## src/rtl/ixc_gfifo_buf.sv

```systemverilog
// rtl/ixc_gfifo_buf.sv - circular FIFO buffer between gfifo glue and its consumer
module ixc_gfifo_buf #(
  parameter int WIDTH     = 8,
  parameter int DEPTH     = 4,
  parameter int AFULL_LVL = 3
) (
  input  logic                     clk,
  input  logic                     rst,
  input  logic                     in_valid,
  input  logic [WIDTH-1:0]         in_data,
  output logic                     in_ready,
  output logic                     out_valid,
  output logic [WIDTH-1:0]         out_data,
  input  logic                     out_ready,
  output logic [$clog2(DEPTH):0]   count,
  output logic                     afull,
  output logic                     ovf
);

  localparam int AW = $clog2(DEPTH);
  localparam int CW = AW + 1;

  logic [WIDTH-1:0] mem [DEPTH];
  logic [AW-1:0]    wr_ptr;
  logic [AW-1:0]    rd_ptr;
  logic [CW-1:0]    cnt;
  logic             push;
  logic             pop;

  // Flags decode from the registered occupancy only, so in_ready never
  // depends combinationally on out_ready; a full FIFO refuses a push even
  // when the head is popped in the same cycle.
  always_comb begin
    in_ready  = (cnt != CW'(DEPTH));
    out_valid = (cnt != '0);
    afull     = (cnt >= CW'(AFULL_LVL));
    push      = in_valid & in_ready;
    pop       = out_valid & out_ready;
    count     = cnt;
    // Head is driven to zero while empty so the post-reset output is defined
    // even though the storage array itself is never cleared.
    out_data  = out_valid ? mem[rd_ptr] : '0;
  end

  // Storage array: written on an accepted push, not reset.
  always_ff @(posedge clk) begin
    if (push) begin
      mem[wr_ptr] <= in_data;
    end
  end

  // Pointers, occupancy and sticky overflow; pointers wrap naturally.
  always_ff @(posedge clk or posedge rst) begin
    if (rst) begin
      wr_ptr <= '0;
      rd_ptr <= '0;
      cnt    <= '0;
      ovf    <= 1'b0;
    end else begin
      if (push) begin
        wr_ptr <= wr_ptr + AW'(1);
      end
      if (pop) begin
        rd_ptr <= rd_ptr + AW'(1);
      end
      cnt <= cnt + CW'(push) - CW'(pop);
      // The glue cannot stall, so a refused word is lost; flag it until reset.
      if (in_valid && !in_ready) begin
        ovf <= 1'b1;
      end
    end
  end

endmodule
```

## config.mk

```make
export PLATFORM = sky130hd
export DESIGN_NAME = ixc_gfifo_buf
export DESIGN_NICKNAME = d
export VERILOG_FILES = /design/src/rtl/ixc_gfifo_buf.sv
export SDC_FILE = /design/constraint.sdc
export NUM_CORES = 1
export LEC_CHECK = 0
export ABC_AREA = 1
export BUFFER_PORTS_ARGS = -buffer_cell sky130_fd_sc_hd__buf_2
export CAP_MARGIN = 15
export CORE_MARGIN = 2
export CORE_UTILIZATION = 60
export CTS_CLUSTER_SIZE = 8
export DETAILED_ROUTE_END_ITERATION = 10
export PLACE_DENSITY = 0.91
export SLEW_MARGIN = 10
export SYNTH_ARGS = -nofsm -noshare
export SYNTH_HDL_FRONTEND = slang
export SYNTH_SLANG_ARGS = --single-unit
```

## constraint.sdc

```tcl
create_clock -name clk -period 3.6 [get_ports clk]
set_input_delay 0.36 -clock clk [delete_from_list [all_inputs] [get_ports clk]]
set_output_delay 0.36 -clock clk [all_outputs]
set_load 0.02 [all_outputs]
```

==> results of run 1 <==
final cells by class:
| type | instances | area share, % |
|---|---|---|
| tap | 33 | 2.004 |
| multi-input combinational | 88 | 22.89 |
| inverter | 50 | 9.229 |
| sequential | 40 | 56.34 |
| clock inverter | 3 | 0.9107 |
| timing repair buffer | 27 | 6.800 |
| clock buffer | 5 | 1.821 |
registers in the layout, indices dropped and copies added (netlist names):
| signal | count |
|---|---|
| count | 3 |
| mem | 32 |
| ovf | 1 |
| wr_ptr | 2 |
| rd_ptr | 2 |
how the worst min path moves through the flow:
stage	depth (start not counted)	end	startpoint	slack [ns]
global route	1	mem[0][3]	in_data[3]	0.19
floorplan	1	count[0]	rst	0.18
CTS	1	mem[0][3]	in_data[3]	0.21
detailed placement	2	count[1]	rst	0.33
finish	1	mem[2][6]	in_data[6]	0.22
global placement	2	rd_ptr[0]	rst	0.31
stage by stage:
step                total power [mW]  setup WS, ns  util, %  std cells
floorplan                      1.278         1.416        -        182
global placement               1.445         1.653    66.42        237
detailed placement             1.488         1.571    66.42        237
CTS                            1.704         1.277    68.63        246
global route                   1.833         1.142    68.63        246
finish                         1.694         1.262    68.63        246
metal layers:
metal	up-vias	track usage (%)	routed length [microns]	share of wire [%]
li1	623	-	-	-
met1	598	25.11	1380	41
met2	42	36.96	1756	52
met3	5	6.494	202	6.0
met4	0	11.11	43	1.3
met5	-	0	0	0
worst reg2reg max path, stage by stage, from the launching register on:
cell     delay [ns]
dfrtp_1        0.45
inv_1          0.08
nand3_1        0.15
nand2_1        0.17
ha_1           0.33
inv_1          0.05
ha_1           0.12
inv_1          0.05
fa_1           0.38
xnor2_1        0.14
power by group:
group / internal, mW / switching, mW / total [mW]
registers: 0.623 / 0.105 / 0.728
clock network: 0.0750 / 0.142 / 0.217
logic: 0.255 / 0.493 / 0.748
cell usage in the layout, fill, tap and decap left out, types with 2 or more instances in the layout:
master / count
nand2_1: 41
nor2_1: 4
clkbuf_4: 5
buf_2: 26
xnor2_1: 2
edfxtp_1: 32
a21oi_1: 7
inv_1: 49
dfrtp_1: 8
clkinv_2: 2
o21ai_0: 2
ha_1: 7
nand3_1: 20
logic make-up after synthesis:
family	Yosys count	share of synthesized area [%]
AND/OR/NAND/NOR	67	15.33
buffers and inverters	54	12.24
flip-flops	40	62.41
AO/OA/AOI/OAI	11	3.295
adder cells (fa/ha/maj)	8	5.783
XOR/XNOR	2	0.9417
repair_timing:
| action | in CTS | in global routing |
|---|---|---|
| hold buffers | 1 | 0 |
| hold endpoints to repair | 8 | 0 |
| resized for setup | 0 | 0 |
==> out/metrics.cfg, run 1 <==
[yosys]
yosysMostFrequentCell = inv_1
synthFlopType = edfxtp_1
ys_types = 19
yosysTopAreaCell = edfxtp_1
ys_ff_latch = 40
synth_edf_count = 32
synth_nets = 202
ys.warnings.count = 0
netlist_top_cells_count = inv_1, nand2_1, edfxtp_1
yosysTopAreaCellShare_pct = 51.65
netlist_top_cells_area = edfxtp_1, dfrtp_1, inv_1
yosysSeqAreaShare_pct = 62.41
synthCells = 182
postSynth.asyncResetShare_pct = 20.00
avgSynthCellArea_sq_um = 10.22
syn_area_sq_mm = 0.001861

[layout]
multi_input_area_sq_um = 471.7
drive_above_1_share_pct = 17.84
design_area_sq_mm = 0.002061
nets = 232
fillers = 211
area_delta_synth_final_pct = 10.76
diodes = 0
seqCellArea_sq_mm = 0.001161

[sta]
max_freq_ghz = 0.4276
fin_hold_ws_ns = 0.2213
post-route-period-util_pct = 64.96
worstMarginPinSlew_ns = 0.8589
rsz0062_at_grt = no
finalSetupViolCount = 0
period_needed_ns = 2.338
clock_skew_ns = 0.01237
maxSlewHeadroom_pct = 42.53
maxSlewViolCount = 0
fin_setup_tns_ns = 0
hold_violations = 0

[critical_path]
crit_fanout = 19
r2r-start = count[1]
endpoint = out_data[0]
worst-endpoint-arrival_ns = 1.98
critPathSlowestCell = dfrtp_1
end_kind = primary output
crit_type = reg2out
cp.depth = 5
worstPathBufferInverterCount = 2
rr_endpoint = count[2]
cp-startpoint = rd_ptr[0]
cp_cell_sequence = inv_4 > nand2_1 > nand3_1 > a21oi_1 > buf_2
cp.required_ns = 3.24
cp_top_family = flip-flops
startpoint_type = flop
max_stage_delay_ns = 0.81
ff2ff_path_depth = 9
ff2ff_setup_slack_ns = 1.57

[cts]
cts_buffer_depth = 2
post_cts_buffers = 0
worstSkewPairLatency_ns = 0.35
cts_sinks = 40
cts_root_buffer = clkbuf_4
clk_pin_slew_ns = 0.12
htree_levels = 2
cts_tree = built
cts_buffers = 5

[pwr]
ir_worst_vdd_mv = 0.4371
p_leak_nw = 1.014
power.density_mw_per_mm2 = 821.9

[floorplan]
die_h_microns = 59.69
core_region_area_sq_mm = 0.003003
io_pins = 27
die_w_microns = 59.69
dieArea_sq_mm = 0.003562
start_util_pct = 61.96
num_rows = 20

[place]
place.detailed.hpwl_microns = 2336
gp_congestion = 0.8007
port_buffers = 26
placed_area_sq_mm = 0.001994

[drt]
num_vias = 1268
dr.first_iter.drc_count = 81
drt-total-wl_microns = 3383
antenna_left = 0
avgRoutedWirePerCell_microns = 13.75
drc_errors = 0
firstDrtPassIters = 4
via_per_inst = 5.154

[global_routing]
gr-total-overflow = 0
antenna_found_initial = 0
grt_pass1_vias = 1243
grt_max_degree = 20
grt_first_pass_wirelength_microns = 5382
grt_usage_pct = 21.88

[status]
status = finished, final reports clean

[job]
drv_cap = 0

[hold_path]
hold_path_class = in2reg

Note: power is estimated with default switching activity, not from simulation.
==> inputs of run 2 (changes only) <==
--- a/config.mk
+++ b/config.mk
@@ -9,10 +9,10 @@
 export BUFFER_PORTS_ARGS = -buffer_cell sky130_fd_sc_hd__buf_2
 export CAP_MARGIN = 15
 export CORE_MARGIN = 2
-export CORE_UTILIZATION = 60
+export CORE_UTILIZATION = 50
 export CTS_CLUSTER_SIZE = 8
 export DETAILED_ROUTE_END_ITERATION = 10
-export PLACE_DENSITY = 0.91
+export PLACE_DENSITY = 0.82
 export SLEW_MARGIN = 10
 export SYNTH_ARGS = -nofsm -noshare
 export SYNTH_HDL_FRONTEND = slang
==> constraint.sdc (replaced) <==
create_clock -name clk -period 1.9 [get_ports clk]
set_input_delay 0.19 -clock clk [delete_from_list [all_inputs] [get_ports clk]]
set_output_delay 0.19 -clock clk [all_outputs]
set_load 0.02 [all_outputs]
==> run 2 against run 1 <==
  * Global-route usage decreased by 4.0 points
  * Clock skew decreased by 0.0092 ns
  * Via count increased by 0.55%
  * Critical path depth increased by 5
  * Cell area increased by 10%
  * Die area increased by 19%
  * Flip-flop and latch count unchanged
  * Worst setup slack got worse by 1.2 ns
  * First-iteration DRC count decreased by 40%
  * Critical path type is now reg2reg
==> out/metrics.cfg, run 2 (synthesis results as in run 1) <==
[layout]
final_common_cell = inv_1
largest_reg_flops = 32  ; unchanged
diodes = 0  ; unchanged
layout_common_cells = inv_1, nand2_1, edfxtp_1, buf_2, nand3_1
top_register = mem
area_delta_synth_final_pct = 22.33
nets = 242  ; +4.3%
drive_above_1_share_pct = 28.25  ; +10 points

[pwr]
ir_worst_vdd_mv = 0.8900  ; +100%
p_sw_share_pct = 40.13  ; -3.6 points
power.switching_mw = 1.489  ; +100%
total_power_mw = 3.711  ; +120%
seq_power_share_pct = 35.9  ; -7.1 points
p_comb_share_pct = 46.6  ; +2.4 points
clockPowerShare_pct = 17.5  ; +4.7 points
p_leak_nw = 1.080  ; +6.5%
p_int_mw = 2.222  ; +130%
power.density_mw_per_mm2 = 1631  ; +98%

[drt]
drc_errors = 0  ; unchanged
via_per_inst = 4.705  ; -8.7%
firstDrtPassIters = 4  ; unchanged
dr.first_iter.drc_count = 49  ; -40%
drt-total-wl_microns = 3401  ; +0.53%
avgRoutedWirePerCell_microns = 12.55  ; -8.7%
num_vias = 1275  ; +0.55%
antenna_left = 0  ; unchanged

[critical_path]
crit_fanout = 4  ; -15
rr_endpoint = count[1]
end_kind = flop
cp.required_ns = 2.08  ; -1.16 ns
worst-endpoint-arrival_ns = 2.03  ; +0.05 ns
crit_type = reg2reg
critPathSlowestCell = fa_1
cpMostUsedCell = inv_2
cp_cell_sequence = inv_4 > nand3_4 > nand2_4 > inv_2 > ha_4 > inv_2 > ha_4 > inv_2 > fa_1 > inv_1
max_stage_delay_ns = 0.53  ; -0.28 ns
ff2ff_setup_slack_ns = 0.05  ; -1.52 ns
ff2ff_path_depth = 10  ; +1
startpoint_type = flop
r2r-start = count[2]

[sta]
maxSlewViolCount = 0  ; unchanged
worstMarginPinSlew_ns = 0.3388  ; -0.5200 ns
period_needed_ns = 1.851
post-route-period-util_pct = 97.43
fin_setup_tns_ns = 0  ; unchanged
hold_violations = 0  ; unchanged
maxSlewHeadroom_pct = 77.39  ; +35 points
finalSetupViolCount = 0  ; unchanged
clock_skew_ns = 0.003161  ; -0.009208 ns
max_freq_ghz = 0.5402

[cts]
cts_buffer_depth = 2  ; unchanged
cts_tree = built
cts_buffers = 5  ; unchanged
htree_levels = 2  ; unchanged
clk_pin_slew_ns = 0.07  ; -0.05 ns
cts_sinks = 40  ; unchanged
cts_root_buffer = clkbuf_8
worstSkewPairLatency_ns = 0.28  ; -0.07 ns

[hold_path]
hold_path_class = in2reg
whs_path_depth = 1  ; unchanged
hold_end = mem[1][2]
min-delay-start = in_data[2]

[global_routing]
grt_busiest_layer = met2
grt_first_pass_wirelength_microns = 5457  ; +1.4%
grt_pass1_vias = 1236  ; -0.56%
gr-total-overflow = 0  ; unchanged
grt_max_degree = 18  ; -10%
grtUsageMet1_pct = 20.23  ; -4.9 points
gr-usage-met2_pct = 32.22  ; -4.7 points
antenna_found_initial = 0  ; unchanged
grt.met3_usage_pct = 4.167  ; -2.3 points
grt_usage_pct = 17.89  ; -4.0 points

[floorplan]
core_region_area_sq_mm = 0.003606  ; +20%
io_pins = 27  ; unchanged
start_util_pct = 51.60  ; -10 points
die_h_microns = 65  ; +8.9%
dieArea_sq_mm = 0.004225  ; +19%
die_w_microns = 65  ; +8.9%
num_rows = 22  ; +10%

[place]
port_buffers = 26  ; unchanged
place.detailed.hpwl_microns = 2406  ; +3.0%
gp_congestion = 0.7855  ; -1.9%

[job]
drv_cap = 0  ; unchanged

[status]
status = finished, final reports clean

## run 2: changes by cell type in the layout (fill, tap and decap cells not counted), sizes merged
cell / before / now
buf: 26 / 36
clkinv: 3 / 1
bufinv: 0 / 1
clkbuf: 5 / 6
## run 2: layout make-up
class,count,area (sq um)
fillers,285,1330
flip-flops and latches,40,1166
clock buffers,6,72.57
clock inverters,2,35.03
multi-input cells,88,531.8
inverters,50,195.2
well taps,48,60.06
repair buffers,37,215.2
## run 2: worst max path at each step
stage | slack (ns) | to | startpoint
floorplan | -0.02 | count[2] | count[1]
global placement | 0.08 | count[2] | count[0]
detailed placement | 0.01 | count[1] | count[0]
CTS | 0.0004 | count[1] | count[2]
global route | -0.007 | count[2] | count[2]
finish | 0.05 | count[1] | count[2]
## run 2: through the flow
step           area, sq um  setup WS (ns)  hold WS [ns]  instances  util [%]
2_1_floorplan         1894       -0.01811      0.005455        182         -
3_3_place_gp          2107        0.08149        0.1472        260     58.43
3_5_place_dp          2107        0.01075        0.1523        260     58.43
4_1_cts               2232      0.0003548        0.1058        270     61.90
5_1_grt               2276      -0.007147        0.1075        271     63.12
6_report              2276        0.04890        0.1172        271     63.12
## run 2: repair_timing
action | CTS | global route
hold buffers | 1 | 0
gates resized for setup | 0 | 10
pin swaps | 0 | 3
gates cloned | 0 | 0
endpoints found under the hold margin | 8 | 0
endpoints found under the setup margin | 1 | 7
setup buffers | 1 | 1
## run 2: layer usage
metal	share of wire (%)	wire (microns)
met2	55	1884
met4	2.2	76
met3	4.1	140
met5	0	0
met1	38	1299
## run 2: power by group through the flow
stage	logic, mW	registers (mW)	clock network, mW
6_report	1.73	1.33	0.649
3_3_place_gp	1.56	1.33	0
4_1_cts	1.66	1.32	0.665
3_5_place_dp	1.63	1.35	0
2_1_floorplan	1.14	1.35	0
5_1_grt	1.92	1.36	0.699
## run 2: critical path: cells and delay by family (launching register included)
family | cells | cell delay, ns
adders and majority gates | 3 | 0.86
and+or+nand+nor | 2 | 0.18
buffers and inverters | 5 | 0.26
DFF | 1 | 0.45
